===== src/rtl/fsmd_pkg.sv =====
// rtl/fsmd_pkg.sv - schedule phases and operand indices shared with the FSM+D control unit
package fsmd_pkg;

    localparam logic [2:0] S0 = 3'd0;
    localparam logic [2:0] S1 = 3'd1;
    localparam logic [2:0] S2 = 3'd2;
    localparam logic [2:0] S3 = 3'd3;
    localparam logic [2:0] S4 = 3'd4;

    localparam int NUM_OPERANDS = 5;

    localparam int IDX_A = 0;
    localparam int IDX_B = 1;
    localparam int IDX_C = 2;
    localparam int IDX_D = 3;
    localparam int IDX_E = 4;

endpackage


===== src/rtl/fsmd_phase_counter.sv =====
// rtl/fsmd_phase_counter.sv - mod-5 schedule counter in lock-step with the control unit S0..S4
module fsmd_phase_counter
    import fsmd_pkg::*;
(
    input  logic       clock,
    input  logic       reset,
    output logic [2:0] phase,
    output logic       wrap
);

    always_ff @(posedge clock or negedge reset) begin
        if (!reset) begin
            phase <= S0;
        end else if (phase == S4) begin
            phase <= S0;
        end else begin
            phase <= phase + 3'd1;
        end
    end

    assign wrap = (phase == S4);

endmodule


===== src/rtl/fsmd_operand_feeder.sv =====
// rtl/fsmd_operand_feeder.sv - nibble stream to shadow frame, committed to a..e at schedule boundary; option FSMD_FEEDER_ZERO_ON_EMPTY_EN
module fsmd_operand_feeder
    import fsmd_pkg::*;
#(
    parameter int W = 4
)
(
    input  logic         clock,
    input  logic         reset,
    input  logic [W-1:0] in_data,
    input  logic         in_valid,
    output logic         in_ready,
    output logic [W-1:0] a,
    output logic [W-1:0] b,
    output logic [W-1:0] c,
    output logic [W-1:0] d,
    output logic [W-1:0] e,
    output logic [2:0]   phase,
    output logic         frame_valid,
    output logic         frame_start,
    output logic [7:0]   frame_count
);

    logic [W-1:0] shadow [NUM_OPERANDS];
    logic [2:0]   idx;
    logic         shadow_full;
    logic         wrap;
    logic         xfer;
    logic         commit;

    fsmd_phase_counter u_phase (
        .clock (clock),
        .reset (reset),
        .phase (phase),
        .wrap  (wrap)
    );

    assign in_ready = ~shadow_full;
    assign xfer     = in_valid && in_ready;
    // Decision uses shadow_full as held before the 4->0 edge, so a frame
    // completed in phase 4 waits for the next boundary.
    assign commit   = wrap && shadow_full;

    always_ff @(posedge clock or negedge reset) begin
        if (!reset) begin
            idx         <= 3'(IDX_A);
            shadow_full <= 1'b0;
            for (int i = 0; i < NUM_OPERANDS; i++) begin
                shadow[i] <= '0;
            end
        end else if (xfer) begin
            for (int i = 0; i < NUM_OPERANDS; i++) begin
                if (idx == 3'(i)) begin
                    shadow[i] <= in_data;
                end
            end
            if (idx == 3'(IDX_E)) begin
                idx         <= 3'(IDX_A);
                shadow_full <= 1'b1;
            end else begin
                idx <= idx + 3'd1;
            end
        end else if (commit) begin
            shadow_full <= 1'b0;
        end
    end

    always_ff @(posedge clock or negedge reset) begin
        if (!reset) begin
            a           <= '0;
            b           <= '0;
            c           <= '0;
            d           <= '0;
            e           <= '0;
            frame_valid <= 1'b0;
            frame_start <= 1'b0;
            frame_count <= 8'd0;
        end else begin
            frame_start <= commit;
            if (wrap) begin
                frame_valid <= shadow_full;
            end
            if (commit) begin
                a           <= shadow[IDX_A];
                b           <= shadow[IDX_B];
                c           <= shadow[IDX_C];
                d           <= shadow[IDX_D];
                e           <= shadow[IDX_E];
                frame_count <= frame_count + 8'd1;
            end
`ifdef FSMD_FEEDER_ZERO_ON_EMPTY_EN
            else if (wrap) begin
                a <= '0;
                b <= '0;
                c <= '0;
                d <= '0;
                e <= '0;
            end
`endif
        end
    end

endmodule

===== config.mk =====
export PLATFORM = sky130hd
export DESIGN_NAME = fsmd_operand_feeder
export DESIGN_NICKNAME = d
export VERILOG_FILES = /design/src/rtl/fsmd_pkg.sv /design/src/rtl/fsmd_phase_counter.sv /design/src/rtl/fsmd_operand_feeder.sv
export SDC_FILE = /design/constraint.sdc
export NUM_CORES = 1
export LEC_CHECK = 0
export ABC_AREA = 1
export CAP_MARGIN = 10
export CORE_ASPECT_RATIO = 2
export CORE_UTILIZATION = 40
export CTS_CLUSTER_SIZE = 20
export DETAILED_ROUTE_END_ITERATION = 8
export PLACE_DENSITY = 0.7
export SETUP_SLACK_MARGIN = 0.15
export SYNTH_ARGS = -nofsm -noshare
export SYNTH_HDL_FRONTEND = slang
export SYNTH_SLANG_ARGS = --single-unit

===== constraint.sdc =====
create_clock -name clock -period 1.5 [get_ports clock]
set_clock_uncertainty 0.15 [all_clocks]
set_input_delay 0.3 -clock clock [delete_from_list [all_inputs] [get_ports clock]]
set_output_delay 0.3 -clock clock [all_outputs]
set_load 0.005 [all_outputs]

# [After elaboration in Yosys (flattened, before gate mapping)]
# Cells that the tools add are included.
# Widths: inputs -> output; s select.
[totals] reg_bits=57 inputBits=7 out_inout_bits=34 wordCells=41
[op_classes] add_sub_neg=3 eq_ne=6 mux=5 n_bitwise=1 n_reduce_logical=10
[op_table] operator="$reduce_and 2->1" n=6
[op_table] operator="$add 8x1->8 const B" n=1
[op_table] operator="$add 3x1->3 const B" n=2
[op_table] operator="$eq 3x2->1 const B" n=2
[op_table] operator="$eq 3x3->1 const B" n=2
[op_table] operator="$mux 3" n=2
[op_table] operator="$eq 3x1->1 const B" n=1
[op_table] operator="$logic_not 3->1" n=1
[op_table] operator="$mux 1" n=3
[op_table] operator="$logic_and 1x1->1" n=2
[op_table] operator="$ne 2x1->1 const B" n=1
[op_table] operator="$reduce_bool 2->1" n=1
[op_table] operator="$not 1->1" n=1

# [Longest topological paths before layout]
# Gate-level depths: netlist of the first run.
[depth] word_depth=4 depth_mapped=8 depth_no_buf=8

# [Cells and area by module]
# Synthesis of the first run repeated with hierarchy kept, for this count alone.
[hier_totals] cells_unflattened=245 hier_area_um2=2338.5
[by_module_without_submodules] mod="fsmd_operand_feeder" n_inst=1 cells_each=229 area_each_um2=2194.6 seq_area_each_um2=1351.3
[by_module_without_submodules] mod="fsmd_phase_counter" n_inst=1 cells_each=16 area_each_um2=143.9 seq_area_each_um2=75.1

# [Worst setup path before layout of the first run]
# OpenSTA, ideal clock, no wires.
[synth_timing] kind="flip-flop to flip-flop" start="register u_phase.phase[0]" end="register frame_count[6]" setup_time_ps=113 arrival_time_ps=1133 required_ps=1237 setup_slack_ps=104 path_stages_with_launch=8 n_path_buf=0 period_less_slack_ps=1396 cell_sequence="dfrtp_1 inv_1 ha_1 nand3_4 nor2_1 nand3_1 nand2_1 inv_1"
[synth_via] elab_chain_len=2
[synth_lines] element="start: declaration" line_no="fsmd_phase_counter.sv:7" text="output logic [2:0] phase,"
[synth_lines] element="start signal: assignment" line_no="fsmd_phase_counter.sv:17" text="phase <= phase + 3'd1;"
[synth_lines] element="$eq 3x3->1" line_no="fsmd_phase_counter.sv:21" text="assign wrap = (phase == S4);"
[synth_lines] element="$logic_and 1x1->1" line_no="fsmd_operand_feeder.sv:42" text="assign commit = wrap && shadow_full;"
[synth_lines] element="end signal: assignment" line_no="fsmd_operand_feeder.sv:89" text="frame_count <= frame_count + 8'd1;"
[synth_lines] element="end: declaration" line_no="fsmd_operand_feeder.sv:21" text="output logic [7:0] frame_count"
# No other way between the ends.
# A chain may end at the register's enable or synchronous reset.

# [Final worst setup path of the first run]
[layout_timing] start="register u_phase.phase[1]" end="register frame_count[7]"
# The elaborated chain is that of the path after synthesis.

==> impl_metrics.ini, run 1 <==
[outcome]
status = finished, final reports clean

[setup_path]
cp_cell_sequence = buf_6 -> inv_4 -> ha_4 -> nand3_4 -> nor2_4 -> nand2_1 -> nand2_1 -> nand2_1
ff2ff_setup_slack_ps = 10
startpoint = u_phase.phase[1]
crit_slowest_cell = dfrtp_1
reg2reg_to = frame_count[7]
critical_path.top_delay_family = simple AND/OR/NAND/NOR gates
reg2reg_from = u_phase.phase[1]
worstPathRequired_ps = 1570
cp-start-kind = flip-flop
worstSetupEndpoint = frame_count[7]
end_kind = flip-flop
cp.arrival_ps = 1550
path_depth = 8
crit_path_frequent_cell = nand2_1
cp_max_fo = 7
path_buf_inv = 2
critPathKind = reg2reg
r2r_cells = 8
critPathMaxStageDelay_ps = 390

[sta]
tightest_slew_ps = 321
fmax_mhz = 672
setup_viol = 0
relSlewSlack_pct = 78.6
finalHoldViolCount = 0
tns_ps = 0
period_needed_ps = 1490
finalCritPeriodShare_pct = 99.2
rsz0062_at_grt = yes
final_max_slew_viol_count = 0

[clocking]
cts_htree_levels = 3
insertion_delay_ps = 330
clock-sinks = 57
cts_buffer_depth = 2
clkTransAtPathRegs_ps = 50
cts_made_buffers = 9
cts-root-buf = clkbuf_16
cts_tree = done

[global_routing]
grt_pass1_vias = 1941
grt_pass1_wl_um = 9000
grt.overflow.total = 0
grt_max_degree = 58
grt.total_usage_pct = 19.6
antenna_found_initial = 0

[cells_and_area]
seq_area_mm2 = 0.00143
n_antenna_cell = 0
fill_cells = 463
post-route-util_pct = 63.7
drive_above_1_share_pct = 43.0
area_growth_pct = 53.5
multi_input_area_mm2 = 0.00103
layout.nets = 348
layout.cells.non_filler = 398

[pwr]
power.share.combinational_pct = 36.2
pwr-share-seq_pct = 33.6
switching_share_pct = 32.8
pwr-share-clk_pct = 30.2
p_leak_nw = 1.90
cellInternalPower_mw = 5.09
ir_drop_mv = 1.67
power_density_mw_per_mm2 = 2100
power.switching_mw = 2.48

[placement]
place_congestion = 0.779
numPortBuffers = 40
dp.cells = 354
dp_hpwl_um = 3390

[floorplan]
std_cell_rows = 39
die_area_mm2 = 0.00620
core_area_mm2 = 0.00566
start_util_pct = 41.5
ios = 41
dieWidth_um = 56.2
fp.dieH_um = 110

[drt]
ant_nets = 0
vias = 1974
wl_um = 5980
drc = 0
drtIter0Drc = 76
via_per_inst = 4.96
first_pass_iters = 4
wl_per_cell_um = 15.0

[logic_synthesis]
syn_avg_cell_area_um2 = 9.67
synth_top_area_share_pct = 60.7
synth.cell_area_mm2 = 0.00235
yosys_warnings = 0
synth_cells = 243
ys_seq_area_share_pct = 60.7
syn_nets = 258
synth.ff_latch_count = 57
yosysUniqueCellTypes = 19
synth_largest_area_cell = dfrtp_1
synth_area_leaders = dfrtp_1, nand2_1, o21ai_0, ha_1, inv_1

[hold_path]
holdCritPathClass = reg2reg

[job]
cap_viol_max_count = 0
## sequential cells by signal, summed over array words and instances (netlist names)
register / flops
shadow: 20
shadow_full: 1
d: 4
frame_valid: 1
idx: 3
frame_count: 8
a: 4
c: 4
e: 4
frame_start: 1
u_phase.phase: 3
b: 4
## cells in the final DEF (no fill, tap or decap), drive strengths merged
| cell type | n |
|---|---|
| buf | 73 |
| bufinv | 3 |
| clkbuf | 12 |
| clkdlybuf4s50 | 5 |
| clkinv | 3 |
| clkinvlp | 1 |
| dfrtp | 57 |
| dlygate4sd2 | 1 |
| dlygate4sd3 | 1 |
| ha | 8 |
| inv | 20 |
| nand2 | 103 |
| nand3 | 10 |
| nand3b | 1 |
| nor2 | 9 |
| nor3 | 1 |
| o21ai | 24 |
| xnor2 | 2 |
| xor2 | 3 |
## worst min-delay path by stage
stage | from | endpoint | cells after the start
2_1_floorplan | reset | a[0] | 0
3_3_place_gp | reset | d[0] | 2
3_5_place_dp | reset | d[0] | 2
4_1_cts | shadow[9] | c[1] | 2
5_1_grt | shadow[12] | b[0] | 2
6_report | shadow[4] | d[0] | 2
## layer usage
layer,part of all wire [%],vias up,track usage [%]
met2,58,46,34.1
li1,-,945,-
met3,3.8,23,4.55
met1,35,960,21.4
met5,0,-,0
met4,3.7,0,12.2
## layout make-up
cell class / instances / share of cell area, %
Sequential cell: 57 / 39.5
Multi-Input combinational cell: 161 / 28.6
Timing Repair Buffer: 83 / 18.0
Clock buffer: 9 / 6.24
Clock inverter: 6 / 2.98
Inverter: 21 / 2.46
Tap cell: 61 / 2.12
## tightest hold or removal path, delay by kind of cell, from the launching register on
| family | cells | cell delay (ps) |
|---|---|---|
| simple gates | 2 | 100 |
| flops | 1 | 340 |
## repair_timing
action	in CTS	in global routing
buffers inserted	23	2
gates resized for setup	146	75
pin swaps	9	21
hold buffers	1	0
hold endpoints to repair	57	0
gates cloned	0	3
setup endpoints to repair	77	60
## cell families (layout without fill, tap and decap cells)
logic type	Yosys count	in the layout	synth area share [%]
AO/OA/AOI/OAI	24	24	5.11
XOR/XNOR	5	5	1.86
adder cells (fa/ha/maj)	8	8	4.26
buffers and inverters	26	119	5.00
flip-flops	57	57	60.7
AND/OR/NAND/NOR	123	124	23.1
## power by group through the flow
stage / combinational, mW / clock [mW] / sequential (mW)
2_1_floorplan: 1.02 / 0 / 2.51
3_3_place_gp: 2.03 / 0 / 2.50
3_5_place_dp: 2.08 / 0 / 2.52
4_1_cts: 2.17 / 2.30 / 2.46
5_1_grt: 3.03 / 2.39 / 2.61
6_report: 2.74 / 2.29 / 2.54
## stage by stage
stage	hold slack (ps)	setup slack [ps]	area [um^2]	power [mW]
6_report	324	12.7	3610	7.57
5_1_grt	344	-38.3	3610	8.03
4_1_cts	324	-0.562	3360	6.94
3_5_place_dp	172	-118	2930	4.60
3_3_place_gp	172	-94.5	2930	4.53
2_1_floorplan	-146	143	2350	3.53
## cell usage after synthesis, drive strengths merged
cell / instances
nand3b: 1
buf: 4
nor2: 9
ha: 8
xor2: 3
nor3: 1
inv: 21
dfrtp: 57
xnor2: 2
nand3: 10
nand2: 102
clkbuf: 1
o21ai: 24
(Power assumes the default switching activity.)
==> inputs of run 2 (changes only) <==
--- a/config.mk
+++ b/config.mk
@@ -6,11 +6,12 @@
 export NUM_CORES = 1
 export LEC_CHECK = 0
 export ABC_AREA = 1
-export CAP_MARGIN = 10
+export CAP_MARGIN = 20
 export CORE_ASPECT_RATIO = 2
 export CORE_UTILIZATION = 40
 export CTS_CLUSTER_SIZE = 20
 export DETAILED_ROUTE_END_ITERATION = 8
+export HOLD_SLACK_MARGIN = 0.02
 export PLACE_DENSITY = 0.7
 export SETUP_SLACK_MARGIN = 0.15
 export SYNTH_ARGS = -nofsm -noshare
==> results of run 2 <==
Same layout as run 1: the final DEF is identical, and so are final timing and power.
